$ cat config.mk
export PLATFORM = sky130hd
export DESIGN_NAME = alu_mc
export DESIGN_NICKNAME = d
export VERILOG_FILES = /design/src/rtl/alu_pkg.sv /design/src/rtl/alu_mc_iter.sv /design/src/rtl/alu_mc.sv
export SDC_FILE = /design/constraint.sdc
export NUM_CORES = 1
export LEC_CHECK = 0
export ABC_AREA = 1
export BUFFER_PORTS_ARGS = -buffer_cell sky130_fd_sc_hd__buf_4
export CORE_ASPECT_RATIO = 1.2
export CORE_MARGIN = 4
export CORE_UTILIZATION = 40
export DETAILED_ROUTE_END_ITERATION = 16
export GPL_ROUTABILITY_DRIVEN = 0
export GPL_TIMING_DRIVEN = 0
export SYNTH_ARGS = -nofsm -noshare
export SYNTH_HDL_FRONTEND = slang
export SYNTH_SLANG_ARGS = --single-unit
$ cat constraint.sdc
create_clock -name clk -period 4.55 [get_ports clk]
set_input_delay 0.91 -clock clk [delete_from_list [all_inputs] [get_ports clk]]
set_output_delay 0.91 -clock clk [all_outputs]
set_load 0.1 [all_outputs]
$ cat src/rtl/alu_pkg.sv
// alu_pkg: shared definitions for the multi-cycle MIPS ALU.
//   - opcode encodings carried on the 4-bit 'control' bus
//   - FSM state encoding for the top-level handshake controller
//   - is_multicycle(): selects ops that run through the iterative unit
// Build option: ALU_DIV_EN compiles in DIVU; without it 1001 is illegal.
package alu_pkg;

  localparam logic [3:0] OP_AND   = 4'b0000;
  localparam logic [3:0] OP_OR    = 4'b0001;
  localparam logic [3:0] OP_ADD   = 4'b0010;
  localparam logic [3:0] OP_SLTU  = 4'b0011;
  localparam logic [3:0] OP_SUB   = 4'b0110;
  localparam logic [3:0] OP_SLT   = 4'b0111;
  localparam logic [3:0] OP_MULTU = 4'b1000;
  localparam logic [3:0] OP_DIVU  = 4'b1001;
  localparam logic [3:0] OP_NOR   = 4'b1100;

  typedef enum logic [1:0] {
    IDLE = 2'b00,
    BUSY = 2'b01,
    DONE = 2'b10
  } state_t;

  // True for opcodes that go through the iterative multiply/divide unit.
  function automatic logic is_multicycle(input logic [3:0] control);
    logic mc;
    mc = (control == OP_MULTU);
`ifdef ALU_DIV_EN
    mc = mc || (control == OP_DIVU);
`endif
    return mc;
  endfunction

endpackage

$ cat src/rtl/alu_mc_iter.sv
// alu_mc_iter: shared iterative engine for MULTU (shift-add) and, when
// ALU_DIV_EN is defined, DIVU (restoring division). One bit per cycle,
// WIDTH iterations. The first iteration is performed on the start edge
// directly from the input operands, so 'done' is high during the cycle
// whose edge performs the final iteration; lo_next/hi_next then carry the
// finished result and the caller registers them on that same edge.
// Ports:
//   clk, rst        clock, synchronous active-high reset
//   start           load operands and run iteration 1 on this edge
//   div_op          (ALU_DIV_EN only) 1 = divide, 0 = multiply
//   a, b            operands (a*b, or a/b)
//   done            this edge performs the last iteration
//   lo_next         low product word / quotient after this edge
//   hi_next         high product word / remainder after this edge
module alu_mc_iter
  import alu_pkg::*;
#(
  parameter int WIDTH = 32
) (
  input  logic             clk,
  input  logic             rst,
  input  logic             start,
`ifdef ALU_DIV_EN
  input  logic             div_op,
`endif
  input  logic [WIDTH-1:0] a,
  input  logic [WIDTH-1:0] b,
  output logic             done,
  output logic [WIDTH-1:0] lo_next,
  output logic [WIDTH-1:0] hi_next
);

  localparam int CW = $clog2(WIDTH);
  localparam logic [CW-1:0] LAST_CNT = CW'(WIDTH - 1);

  // hi_r/lo_r form the shared double-width shift register:
  //   multiply: {partial product, remaining multiplier bits}
  //   divide:   {partial remainder, dividend bits / quotient bits}
  logic [WIDTH-1:0] hi_r;
  logic [WIDTH-1:0] lo_r;
  logic [WIDTH-1:0] opnd_r;   // multiplicand or divisor
  logic [CW-1:0]    cnt_r;    // iterations already completed
  logic             busy_r;

  logic [WIDTH-1:0] cur_hi_s;
  logic [WIDTH-1:0] cur_lo_s;
  logic [WIDTH-1:0] cur_opnd_s;

  logic [WIDTH:0]   add_s;
  logic [WIDTH-1:0] mul_hi_s;
  logic [WIDTH-1:0] mul_lo_s;

`ifdef ALU_DIV_EN
  logic             div_r;
  logic             cur_div_s;
  logic [WIDTH:0]   rem_sh_s;
  logic [WIDTH:0]   trial_s;
  logic [WIDTH-1:0] div_hi_s;
  logic [WIDTH-1:0] div_lo_s;
`endif

  assign done = busy_r && (cnt_r == LAST_CNT);

  // Iteration source: fresh operands on start, shift register otherwise.
  always_comb begin
    cur_hi_s   = hi_r;
    cur_lo_s   = lo_r;
    cur_opnd_s = opnd_r;
    if (start) begin
      cur_hi_s = {WIDTH{1'b0}};
`ifdef ALU_DIV_EN
      cur_lo_s   = div_op ? a : b;
      cur_opnd_s = div_op ? b : a;
`else
      cur_lo_s   = b;
      cur_opnd_s = a;
`endif
    end else begin
      cur_hi_s   = hi_r;
      cur_lo_s   = lo_r;
      cur_opnd_s = opnd_r;
    end
  end

  // Shift-add step: add multiplicand when the multiplier LSB is set,
  // then shift the whole {carry,hi,lo} right by one.
  always_comb begin
    add_s    = {1'b0, cur_hi_s} + (cur_lo_s[0] ? {1'b0, cur_opnd_s} : {(WIDTH+1){1'b0}});
    mul_hi_s = add_s[WIDTH:1];
    mul_lo_s = {add_s[0], cur_lo_s[WIDTH-1:1]};
  end

`ifdef ALU_DIV_EN
  // Restoring step: shift next dividend bit into the remainder, subtract
  // the divisor and keep the difference only if it did not go negative.
  // With a zero divisor every trial succeeds, which naturally yields an
  // all-ones quotient and the dividend as remainder.
  always_comb begin
    cur_div_s = start ? div_op : div_r;
    rem_sh_s  = {cur_hi_s, cur_lo_s[WIDTH-1]};
    trial_s   = rem_sh_s - {1'b0, cur_opnd_s};
    if (trial_s[WIDTH]) begin
      div_hi_s = rem_sh_s[WIDTH-1:0];
      div_lo_s = {cur_lo_s[WIDTH-2:0], 1'b0};
    end else begin
      div_hi_s = trial_s[WIDTH-1:0];
      div_lo_s = {cur_lo_s[WIDTH-2:0], 1'b1};
    end
  end

  // Select the step result for the operation in flight.
  always_comb begin
    if (cur_div_s) begin
      hi_next = div_hi_s;
      lo_next = div_lo_s;
    end else begin
      hi_next = mul_hi_s;
      lo_next = mul_lo_s;
    end
  end
`else
  // Only the multiplier exists in this build.
  always_comb begin
    hi_next = mul_hi_s;
    lo_next = mul_lo_s;
  end
`endif

  // Shift register, operand hold and iteration counter.
  always_ff @(posedge clk) begin
    if (rst) begin
      busy_r <= 1'b0;
      cnt_r  <= {CW{1'b0}};
      hi_r   <= {WIDTH{1'b0}};
      lo_r   <= {WIDTH{1'b0}};
      opnd_r <= {WIDTH{1'b0}};
`ifdef ALU_DIV_EN
      div_r  <= 1'b0;
`endif
    end else if (start) begin
      busy_r <= 1'b1;
      cnt_r  <= CW'(1);
      hi_r   <= hi_next;
      lo_r   <= lo_next;
      opnd_r <= cur_opnd_s;
`ifdef ALU_DIV_EN
      div_r  <= div_op;
`endif
    end else if (busy_r) begin
      hi_r   <= hi_next;
      lo_r   <= lo_next;
      cnt_r  <= cnt_r + CW'(1);
      busy_r <= !done;
    end
  end

endmodule

$ cat src/rtl/alu_mc.sv
// alu_mc: multi-cycle MIPS ALU with valid/ready handshakes.
// Single-cycle ops (AND/OR/ADD/SUB/SLT/SLTU/NOR) complete one cycle after
// accept; MULTU (and DIVU when ALU_DIV_EN is defined) run WIDTH cycles in
// alu_mc_iter. Undefined opcodes complete in one cycle with err=1.
// Ports:
//   clk, rst             clock, synchronous active-high reset
//   in_valid / in_ready  operand handshake (in_ready only in IDLE)
//   a, b, control        operands and opcode, captured on accept
//   out_valid/out_ready  result handshake (outputs held until accepted)
//   result, hi           low word/quotient, high word/remainder
//   zero, ovf, err       result==0, signed ADD/SUB overflow, illegal/div0
module alu_mc
  import alu_pkg::*;
#(
  parameter int WIDTH = 32
) (
  input  logic             clk,
  input  logic             rst,
  input  logic             in_valid,
  output logic             in_ready,
  input  logic [WIDTH-1:0] a,
  input  logic [WIDTH-1:0] b,
  input  logic [3:0]       control,
  output logic             out_valid,
  input  logic             out_ready,
  output logic [WIDTH-1:0] result,
  output logic [WIDTH-1:0] hi,
  output logic             zero,
  output logic             ovf,
  output logic             err
);

  state_t           state_r;
  logic             accept_s;
  logic             start_s;
  logic [WIDTH-1:0] sum_s;
  logic [WIDTH-1:0] diff_s;
  logic [WIDTH-1:0] sc_result_s;
  logic             sc_ovf_s;
  logic             sc_err_s;
  logic             iter_done_s;
  logic [WIDTH-1:0] iter_lo_s;
  logic [WIDTH-1:0] iter_hi_s;

`ifdef ALU_DIV_EN
  logic             div_r;       // op in flight is DIVU
  logic             div_zero_r;  // its divisor was zero
`endif

  // in_ready is a register that is only ever high in IDLE.
  assign accept_s = in_valid && in_ready && (state_r == IDLE);
  assign start_s  = accept_s && is_multicycle(control);

  alu_mc_iter #(
    .WIDTH (WIDTH)
  ) u_iter (
    .clk     (clk),
    .rst     (rst),
    .start   (start_s),
`ifdef ALU_DIV_EN
    .div_op  (control == OP_DIVU),
`endif
    .a       (a),
    .b       (b),
    .done    (iter_done_s),
    .lo_next (iter_lo_s),
    .hi_next (iter_hi_s)
  );

  // Single-cycle datapath; anything not decoded here is illegal.
  always_comb begin
    sum_s       = a + b;
    diff_s      = a - b;
    sc_result_s = {WIDTH{1'b0}};
    sc_ovf_s    = 1'b0;
    sc_err_s    = 1'b0;
    case (control)
      OP_AND:  sc_result_s = a & b;
      OP_OR:   sc_result_s = a | b;
      OP_ADD: begin
        sc_result_s = sum_s;
        sc_ovf_s    = (a[WIDTH-1] == b[WIDTH-1]) && (sum_s[WIDTH-1] != a[WIDTH-1]);
      end
      OP_SUB: begin
        sc_result_s = diff_s;
        sc_ovf_s    = (a[WIDTH-1] != b[WIDTH-1]) && (diff_s[WIDTH-1] != a[WIDTH-1]);
      end
      OP_SLT:  sc_result_s = {{(WIDTH-1){1'b0}}, ($signed(a) < $signed(b))};
      OP_SLTU: sc_result_s = {{(WIDTH-1){1'b0}}, (a < b)};
      OP_NOR:  sc_result_s = ~(a | b);
      default: sc_err_s = 1'b1;
    endcase
  end

  // Handshake FSM and registered outputs.
  always_ff @(posedge clk) begin
    if (rst) begin
      state_r    <= IDLE;
      in_ready   <= 1'b0;
      out_valid  <= 1'b0;
      result     <= {WIDTH{1'b0}};
      hi         <= {WIDTH{1'b0}};
      zero       <= 1'b0;
      ovf        <= 1'b0;
      err        <= 1'b0;
`ifdef ALU_DIV_EN
      div_r      <= 1'b0;
      div_zero_r <= 1'b0;
`endif
    end else begin
      case (state_r)
        IDLE: begin
          if (accept_s) begin
            in_ready <= 1'b0;
            if (is_multicycle(control)) begin
              state_r    <= BUSY;
`ifdef ALU_DIV_EN
              div_r      <= (control == OP_DIVU);
              div_zero_r <= (b == {WIDTH{1'b0}});
`endif
            end else begin
              state_r   <= DONE;
              out_valid <= 1'b1;
              result    <= sc_result_s;
              hi        <= {WIDTH{1'b0}};
              zero      <= (sc_result_s == {WIDTH{1'b0}});
              ovf       <= sc_ovf_s;
              err       <= sc_err_s;
            end
          end else begin
            in_ready <= 1'b1;
          end
        end
        BUSY: begin
          // Capture the last iteration's output on the same edge.
          if (iter_done_s) begin
            state_r   <= DONE;
            out_valid <= 1'b1;
            result    <= iter_lo_s;
            hi        <= iter_hi_s;
            zero      <= (iter_lo_s == {WIDTH{1'b0}});
            ovf       <= 1'b0;
`ifdef ALU_DIV_EN
            err       <= div_r && div_zero_r;
`else
            err       <= 1'b0;
`endif
          end
        end
        DONE: begin
          // Outputs hold until taken; in_ready rises the following cycle.
          if (out_ready) begin
            state_r   <= IDLE;
            out_valid <= 1'b0;
            in_ready  <= 1'b1;
          end
        end
        default: begin
          state_r   <= IDLE;
          out_valid <= 1'b0;
          in_ready  <= 1'b0;
        end
      endcase
    end
  end

endmodule
* Word level (Yosys, flattened, before mapping) *
Index checks and enable logic that the tools add are counted.

operators by class
  multiplexer cells = 47
  add/subtract/negate cells = 4
  bitwise logic cells = 4
  reduce and logical (&&, ||, !) cells = 19
  equal/unequal tests = 18
  $lt $le $gt $ge = 2

operator list
  operator             count
  $mux 32              14
  $pmux 32 s7          1
  $pmux 32 s2          2
  $logic_not 32->1     2
  $lt 32x32->1         2
  $add 32x33->33       1
  $add 32x32->32       1
  $and 32x32->32       1
  $not 32->32          1
  $or 32x32->32        1
  $sub 32x32->32       1
  $mux 1               19
  $eq 4x2->1 const B   2
  $eq 4x3->1 const B   2
  $eq 4x4->1 const B   2
  $mux 2               4
  $pmux 1 s2           4
  $reduce_and 4->1     2
  $reduce_or 7->1      1
  $logic_and 1x1->1    6
  $ne 2x2->1 const B   3
  $pmux 1 s3           2
  $pmux 2 s3           1
  $add 5x1->5 const B  1
  other kinds (15)     18

word-level totals
  logic and storage cells = 108
  register bits after elaboration = 173
  bits of input ports = 72
  output and inout bits = 69

* Longest topological paths before layout *
Gate-level depths: netlist (run 1).

  depth in word-level cells = 9
  mapped depth = 28
  depth with buffers taken out = 24

* By module *
A second synthesis (run 1) with hierarchy kept.

second synthesis, totals
  cells, all modules = 2830
  area, all modules = 16477.1 um^2

modules (own cells, without submodules)
  module       area an instance (um^2)  cells each  times used  seq. area each (um^2)
  alu_mc       9606.7                   1726        1           1421.4
  alu_mc_iter  6870.3                   1104        1           2042.0

* Worst setup path after synthesis (run 1) *
OpenSTA, ideal clock, no wires.

  kind = input port to flip-flop
  from = input control[1]
  to = register u_iter.hi_r[15]
  data required time = 4.434 ns
  stages on the path = 27
  data arrival time = 4.251 ns
  slack = 0.183 ns
  library setup time = 0.116 ns
  path through = nor2_2 nand3_1 nor2_2 nand2_4 clkinv_2 buf_6 buf_6 buf_2 buf_2 nand2_1 o21ai_0 nor2_1 ha_1 fa_1 nand2_1 nand2_1 o21ai_1 inv_1 a21oi_1 o21bai_1 a21oi_1 o21ai_1 or2_2 nand2_1 nand2_1 o211ai_1 inv_1

on the way
  cells in the longest elaborated chain, start to end = 7
  elaborated cells between the ends (all ways) = 10

RTL lines
  element                RTL line            RTL
  from (decl)            alu_mc.sv:23        input logic [3:0] control,
  $eq 4x4->1 (*)         alu_pkg.sv:27       mc = (control == OP_MULTU);
  $logic_and 1x1->1 (*)  alu_mc.sv:52        assign start_s = accept_s && is_multicycle(control);
  $mux 32                alu_mc_iter.sv:69   if (start) begin
  $mux 32                alu_mc_iter.sv:88   add_s = {1'b0, cur_hi_s} + (cur_lo_s[0] ? {1'b0, cur_opnd_s} : {(WIDTH+1){1'b0}});
  $add 32x33->33         alu_mc_iter.sv:88
  $mux 32                alu_mc_iter.sv:149  end else if (busy_r) begin
  $mux 32                alu_mc_iter.sv:140  end else if (start) begin
  to (signal assigned)   alu_mc_iter.sv:134  hi_r <= {WIDTH{1'b0}};
  to (signal assigned)   alu_mc_iter.sv:143  hi_r <= hi_next;
  to (signal assigned)   alu_mc_iter.sv:150  hi_r <= hi_next;
  to (decl)              alu_mc_iter.sv:39   logic [WIDTH-1:0] hi_r;

Mark *: on every way between the ends. The rest lies on a longest branch, timed or not. The select of a mux whose other input is x is not followed.
A chain may end at the register's enable or synchronous reset.

* Worst setup path in the final report (run 1) *
  from = input control[1]
  to = register u_iter.hi_r[23]

Same word-level chain as after synthesis.

==> flow_summary.ini, run 1 <==
[outcome]
status = finished, final reports clean

[pwr]
total_power_uw = 5570
leakage_uw = 0.00919
ir_drop_uv = 198
power_per_cell_area_mw_per_mm2 = 310

[place]
io_buffers = 139
placed_cells = 3308
hpwl_mm = 51.4

[cells_and_area]
final_cell_mix = nand2_1, inv_1, nor2_1, a21oi_1, dfxtp_1
fin_util = 0.470
antenna_cells = 0
layout-drive-gt1-share = 0.109
final_common_cell = nand2_1
syn2layout_area_growth_pct = 15.1
fillers = 4098
nets = 3015
finalNonFillerCells = 3340

[detailed_routing]
wl_mm = 61.6
vias_per_cell = 5.28
routed.top_layer = met4
wl_met1_mm = 23.9
firstDrtPassIters = 6
route.met2.wl_mm = 29.7
drcViolationCount = 0
ant_nets = 0
wl_per_cell_um = 18.4
wl_met3_mm = 4.00
drt_iter0_markers = 1476
vias = 17600

[worst_setup_path]
crit_arrival_ps = 4600
critPathMaxFanout = 19
ff2ff_setup_slack_ps = 440
reg2reg_to = hi[20]
required_ps = 4890
critPathCaptureType = register
r2r_start = state_r[0]
crit_type = in -> reg
startpoint_type = input port
reg2reg_depth = 21

[timing]
worst_pin_slew_ps = 814
max_freq_ghz = 0.234
final-max-slew-violation-count = 0
slew_headroom = 0.457
rsz0062_at_grt = no
fin_crit_sh = 0.937
setup_viol = 0
clock_skew_ps = 10.1
period_needed_ps = 4270
hold_violations = 0
hold_slack_ps = 456
fin_tns_setup_ps = 0

[logic_synthesis]
synth_warnings = 0
postSynthCellCount = 2649
post_synth.cell_area_avg_um2 = 5.88
ys_ff_latch = 173
syn_nets = 2857
syn_area_mm2 = 0.0156
yosys.cell_types.count = 54
synth-seq-area-share = 0.222
synth_flop_cell = dfxtp_1
synth-edff-count = 0
async_reset_ff_frac = 0

[floorplan]
start_util = 0.409
core_area_mm2 = 0.0382
die_y_um = 224
io_pins = 141
die-width_um = 188
die_area_mm2 = 0.0422
rows = 78

[min_path]
worstHoldStart = u_iter.hi_r[2]
holdPathStages = 2
worstHoldEndpoint = u_iter.hi_r[2]
worstHoldPathType = reg -> reg

[clock_tree]
cts_tree = yes
cts-root-buf = clkbuf_16
clkLatencyLatePin_ps = 450
cts_hold_buf = 0
cts_buffers = 17
clk_pin_slew_ps = 60
htree_levels = 4
cts_sinks = 173
cts_max_path_buffers = 2

[grt]
grt_pass1_wl_mm = 92.6
grt_max_degree = 17
grt_use_total = 0.281
overflow = 0
grt_pass1_vias = 17000
antenna_found_initial = 0

[job]
drv_cap = 0
## synth_stat cells, types with 14 or more instances
cell / instances / area [um2]
buf_2: 42 / 210
a31oi_1: 14 / 87.6
nor2_1: 313 / 1170
ha_1: 133 / 1660
o21bai_1: 18 / 135
nand4_1: 26 / 163
o21ai_0: 148 / 741
clkbuf_1: 48 / 180
inv_1: 405 / 1520
nand2_1: 750 / 2820
xor2_1: 15 / 131
nor3_1: 16 / 80.1
o211ai_1: 27 / 203
o22ai_1: 26 / 163
nand2_2: 15 / 93.8
nand3_1: 155 / 776
a21oi_1: 188 / 941
dfxtp_1: 173 / 3460
## registers in the layout, indices dropped and copies added, names as in the netlist
register and flops:
err 1, in_ready 1, ovf 1, state_r 2
u_iter.opnd_r 32, zero 1, hi 32, u_iter.lo_r 32
u_iter.hi_r 32, u_iter.cnt_r 5, u_iter.busy_r 1, out_valid 1
result 32
## report_power, final
part	leakage (uW)	internal, uW	switching, uW
sequential	0.00140	1620	85.7
combinational	0.00752	586	1870
clock	0.000276	761	650
total	0.00919	2960	2600
## critical path, cell delays in order
cell and delay [ps]:
buf_4 150, nor2_4 150, nand3_4 130, nor2_4 130
nand2_4 110, clkinv_2 100, buf_12 160, nand2_1 70
o21ai_2 120, buf_2 270, nor2_1 80, ha_1 360
a21oi_1 400, o21ai_0 200, nand2_1 100, nand2_1 50
nand2_1 60, nand3_1 180, nand2_1 110, o211ai_1 160
or2_2 330, nand2_1 60, nand2_1 50, o211ai_1 100
inv_1 60
## worst max-delay path by stage
stage | start | endpoint
5_1_grt | control[1] | hi[27]
2_1_floorplan | control[1] | u_iter.hi_r[15]
3_5_place_dp | control[1] | hi[29]
3_3_place_gp | control[1] | hi[29]
4_1_cts | control[1] | u_iter.hi_r[15]
6_report | control[1] | u_iter.hi_r[23]
## cell families after synthesis
kind of cell	Yosys count	synth area share
xor+xnor	24	0.0135
simple gates	1329	0.354
buf+inv	523	0.133
flops	173	0.222
fa+ha+maj	136	0.111
compound gates	464	0.167
## final cells by class
class / count / area, um2 / area share
Multi-Input combinational cell: 1953 / 10100 / 0.564
Buffer: 103 / 514 / 0.0287
Tap cell: 520 / 651 / 0.0363
Inverter: 419 / 1570 / 0.0877
Timing Repair Buffer: 140 / 1050 / 0.0586
Clock inverter: 11 / 82.6 / 0.00460
Clock buffer: 21 / 480 / 0.0268
Sequential cell: 173 / 3460 / 0.193
## metal layers
metal | track usage | vias to the layer above
li1 | - | 8721
met5 | 0 | -
met2 | 0.496 | 760
met4 | 0.167 | 0
met3 | 0.0301 | 192
met1 | 0.330 | 7971
## what timing repair did
action                     in CTS  in global routing
resized for setup              19                 13
pin swaps                       1                  3
gates cloned                    0                  0
setup buffers                   0                  1
setup endpoints to repair      33                 24
## stage by stage
| stage | setup WS, ps | instance area (um2) |
|---|---|---|
| after floorplan | 183 | 15600 |
| after global placement | -1010 | 17300 |
| after detailed placement | -1070 | 17300 |
| after CTS | 25.6 | 17900 |
| after global routing | 18.6 | 17900 |
| final | 284 | 17900 |
Note: power is estimated with default switching activity, not from simulation.
==> run 2, diff against run 1 <==
--- a/config.mk
+++ b/config.mk
@@ -13,6 +13,7 @@
 export DETAILED_ROUTE_END_ITERATION = 16
 export GPL_ROUTABILITY_DRIVEN = 0
 export GPL_TIMING_DRIVEN = 0
+export MAX_ROUTING_LAYER = met4
 export SYNTH_ARGS = -nofsm -noshare
 export SYNTH_HDL_FRONTEND = slang
 export SYNTH_SLANG_ARGS = --single-unit
==> flow_summary.ini, run 2 (synthesized netlist as in run 1, its figures left out) <==
[worst_setup_path]
startpoint = control[1]
startpoint_type = input port
slowest_stage = fa_2
max_stage_delay_ps = 410
critPathMaxFanout = 19
r2r_start = state_r[0]
crit_arrival_ps = 4610
crit_family = simple AND/OR/NAND/NOR gates
crit_buf_inv = 7
required_ps = 4900
critPathMostFrequentCell = nand2_1
reg2reg_depth = 21
ff2ff_setup_slack_ps = 410
reg2reg_to = hi[20]
crit_type = in -> reg
critPathCaptureType = register

[clock_tree]
clk_pin_slew_ps = 70
cts_max_path_buffers = 2
cts_sinks = 173
cts_buffers = 17
cts_tree = yes
clkLatencyLatePin_ps = 450
htree_levels = 4
cts_hold_buf = 0
cts-root-buf = clkbuf_16

[pwr]
power_per_cell_area_mw_per_mm2 = 310
p_seq_frac = 0.306
p_clk_frac = 0.254
pwr-share-comb = 0.440
leakage_uw = 0.00919
netSwitchingFraction = 0.468
total_power_uw = 5570
p_switching_uw = 2600
ir_drop_uv = 198
internal-power_uw = 2960

[cells_and_area]
fillers = 4098
ff_latch_area_mm2 = 0.00346
nets = 3015
layout-drive-gt1-share = 0.109
final_common_cell = nand2_1
syn2layout_area_growth_pct = 15.1
multi_input_area_mm2 = 0.0101
final_cell_mix = nand2_1, inv_1, nor2_1, a21oi_1, dfxtp_1
antenna_cells = 0

[timing]
setup_viol = 0
hold_violations = 0
fin_ws_ps = 287
fin_tns_setup_ps = 0
slew_headroom = 0.475
clock_skew_ps = 10.3
rsz0062_at_grt = no
final-max-slew-violation-count = 0
max_freq_ghz = 0.235
period_needed_ps = 4260
worst_pin_slew_ps = 788
fin_crit_sh = 0.937

[job]
drv_cap = 0

[detailed_routing]
route.met2.wl_mm = 29.6
wl_met3_mm = 3.99
wl_mm = 61.6
drt_iter0_markers = 1449
vias_per_cell = 5.32
wl_met1_mm = 24.0
vias = 17800
routed.top_layer = met4
firstDrtPassIters = 6
ant_nets = 0
wl_per_cell_um = 18.4
drcViolationCount = 0

[grt]
overflow = 0
grt_use_total = 0.290
grt_pass1_vias = 17000
grt_max_degree = 17
antenna_found_initial = 0
grt_pass1_wl_mm = 92.7

[floorplan]
rows = 78
die-width_um = 188
start_util = 0.409
die_y_um = 224
die_area_mm2 = 0.0422
core_area_mm2 = 0.0382
io_pins = 141

[place]
io_buffers = 139
place_ws_ps = -1070
hpwl_mm = 51.4

[min_path]
worstHoldStart = u_iter.hi_r[2]
holdPathStages = 2
worstHoldPathType = reg -> reg
worstHoldEndpoint = u_iter.hi_r[2]

[outcome]
status = finished, final reports clean
run 2: cell counts in the layout (fill, tap and decap cells not counted):
No cell type changed its count.
run 2: repair_timing:
action / 4_1_cts / 5_1_grt
gates cloned: 0 / 0
setup buffers: 0 / 1
gates resized for setup: 19 / 13
pin swaps: 1 / 3
endpoints found under the hold margin: 0 / 0
setup endpoints to repair: 33 / 24
run 2: layout make-up:
cell class	count	share of cell area
sequential	173	0.193
multi-input combinational	1953	0.564
clock inverter	11	0.00460
clock buffer	21	0.0268
timing repair buffer	140	0.0586
buffer	103	0.0287
inverter	419	0.0877
tap	520	0.0363
run 2: per-stage QoR:
step	area [um2]	utilization	hold WS (ps)	cells
global route	17900	0.470	485	3340
global placement	17300	0.453	446	3308
CTS	17900	0.469	458	3340
floorplan	15600	-	430	2649
detailed placement	17300	0.453	448	3308
finish	17900	0.470	456	3340
run 2: power by group through the flow:
stage,registers (uW),clock network (uW),logic (uW)
after floorplan,2150,0,1190
final,1700,1410,2450
after detailed placement,1740,0,2410
after global placement,1740,0,2390
after CTS,1700,1430,2420
after global routing,1710,1490,2630
run 2: worst max path at each step:
| stage | end | slack, ps | depth (start not counted) |
|---|---|---|---|
| final | u_iter.hi_r[23] | 290 | 27 |
| after global routing | hi[27] | 20 | 24 |
| after CTS | u_iter.hi_r[15] | 30 | 28 |
| after detailed placement | hi[29] | -1070 | 25 |
| after global placement | hi[29] | -1010 | 25 |
| after floorplan | u_iter.hi_r[15] | 180 | 27 |
run 2: worst min-delay path, delay by kind of cell, from the launching register on:
kind                   cells  cell delay (ps)
flip-flops                 1              300
AO/OA/AOI/OAI              1               50
buffers and inverters      1               60
run 2: per-layer routing:
layer | up-vias | global-route usage
li1 | 8738 | -
met2 | 780 | 0.498
met5 | - | -
met1 | 8031 | 0.332
met3 | 207 | 0.0289
met4 | 0 | 0.165
==> run 3, diff against run 2 <==
==> constraint.sdc (replaced) <==
create_clock -name clk -period 4 [get_ports clk]
set_input_delay 0.8 -clock clk [delete_from_list [all_inputs] [get_ports clk]]
set_output_delay 0.8 -clock clk [all_outputs]
set_load 0.1 [all_outputs]
==> flow_summary.ini, run 3 (synthesized netlist as in run 1, its figures left out) <==
[worst_setup_path]
required_ps = 4350
crit_type = in -> reg
crit_arrival_ps = 4180
reg2reg_depth = 26
startpoint = control[0]
ff2ff_setup_slack_ps = 260
critPathMaxFanout = 10
r2r_start = state_r[0]
reg2reg_to = u_iter.hi_r[22]
startpoint_type = input port
crit_end = u_iter.hi_r[22]
critPathCaptureType = register

[grt]
grt_pass1_wl_mm = 92.2
antenna_found_initial = 0
grt_pass1_vias = 16900
grt_use_total = 0.289
overflow = 0
grt_max_degree = 20

[clock_tree]
cts-root-buf = clkbuf_16
cts_max_path_buffers = 2
cts_sinks = 173
clk_pin_slew_ps = 70
clkLatencyLatePin_ps = 450
cts_tree = yes
cts_hold_buf = 0
htree_levels = 4
cts_buffers = 17

[detailed_routing]
wl_mm = 61.9
wl_met3_mm = 4.08
vias = 17700
drcViolationCount = 0
vias_per_cell = 5.29
wl_per_cell_um = 18.5
wl_met1_mm = 24.1
routed.top_layer = met4
firstDrtPassIters = 6
ant_nets = 0
route.met2.wl_mm = 30.0
drt_iter0_markers = 1435

[timing]
fin_ws_ps = 166
fin_crit_sh = 0.958
slew_headroom = 0.443
setup_viol = 0
rsz0062_at_grt = yes
period_needed_ps = 3830
clock_skew_ps = 6.11
final-max-slew-violation-count = 0
hold_slack_ps = 467
max_freq_ghz = 0.261
worst_pin_slew_ps = 835
hold_violations = 0

[cells_and_area]
fillers = 4095
nets = 3027
final_common_cell = nand2_1
fin_area_mm2 = 0.0183
multi_input_area_mm2 = 0.0102
final_cell_mix = nand2_1, inv_1, nor2_1, a21oi_1, dfxtp_1
antenna_cells = 0
ff_latch_area_mm2 = 0.00347
syn2layout_area_growth_pct = 17.1
layout-drive-gt1-share = 0.120
fin_util = 0.478

[job]
drv_cap = 0

[floorplan]
start_util = 0.409
core_area_mm2 = 0.0382
io_pins = 141
die-width_um = 188
rows = 78
die_area_mm2 = 0.0422
die_y_um = 224

[place]
dpl_cell_area_mm2 = 0.0173
place_ws_ps = -1100
hpwl_mm = 51.4
io_buffers = 139

[pwr]
internal-power_uw = 3620
p_seq_frac = 0.295
p_clk_frac = 0.275
pwr-share-comb = 0.430
ir_drop_uv = 476
power_per_cell_area_mw_per_mm2 = 361
netSwitchingFraction = 0.451
leakage_uw = 0.00932
p_switching_uw = 2970

[outcome]
status = finished, final reports clean

[min_path]
worstHoldPathType = reg -> reg
[run 3: power groups by stage]
stage | logic (uW) | clock network, uW | registers, uW
floorplan | 1360 | 0 | 2450
global placement | 2740 | 0 | 1980
detailed placement | 2760 | 0 | 1980
CTS | 2780 | 1830 | 1940
global route | 3040 | 1890 | 1950
finish | 2830 | 1810 | 1940
[run 3: cell type report]
| class | instances | share of cell area |
|---|---|---|
| timing repair buffer | 152 | 0.0635 |
| inverter | 419 | 0.0864 |
| tap | 520 | 0.0356 |
| buffer | 103 | 0.0305 |
| clock buffer | 23 | 0.0262 |
| sequential | 173 | 0.190 |
| multi-input combinational | 1953 | 0.559 |
| clock inverter | 9 | 0.00864 |
[run 3: worst max-delay path, stage by stage]
cell and delay [ps]:
buf_4 140, nor2_4 160, nand3_4 130, nor2_4 130
nand2_4 100, inv_6 90, buf_12 130, buf_12 130
buf_12 130, o21ai_0 100, nor2_1 210, ha_1 270
nand3_1 80, nand3_1 160, nand2_1 100, nand2_1 90
nand2_1 70, nand2_1 140, a21o_1 220, a21o_1 190
nand2_1 70, nand2_1 70, or2_1 220, nand2_1 60
nand2_1 50, nand3_1 90, inv_1 40
[run 3: through the flow]
step,setup TNS [ps],instances,total power (uW)
floorplan,0,2649,3800
global placement,-35590,3308,4720
detailed placement,-37930,3308,4740
CTS,0,3342,6550
global route,-109,3352,6880
finish,0,3352,6590
[run 3: timing repair]
action,in CTS,in global routing
buffers inserted,3,8
gates cloned,0,2
gates resized for setup,21,46
endpoints found under the setup margin,42,35
pin swaps,4,14
[run 3: worst min-delay path by stage]
stage / cells past startpoint / from / end
3_5_place_dp: 2 / u_iter.hi_r[3] / u_iter.hi_r[3]
5_1_grt: 2 / hi[26] / hi[26]
2_1_floorplan: 2 / u_iter.hi_r[2] / u_iter.hi_r[2]
3_3_place_gp: 2 / u_iter.hi_r[2] / u_iter.hi_r[2]
6_report: 2 / u_iter.lo_r[28] / u_iter.lo_r[28]
4_1_cts: 2 / u_iter.hi_r[3] / u_iter.hi_r[3]
[run 3: metal layers]
layer	vias to the layer above	track usage
met4	0	0.152
met3	202	0.0342
met2	755	0.502
met5	-	-
met1	8037	0.326
li1	8739	-
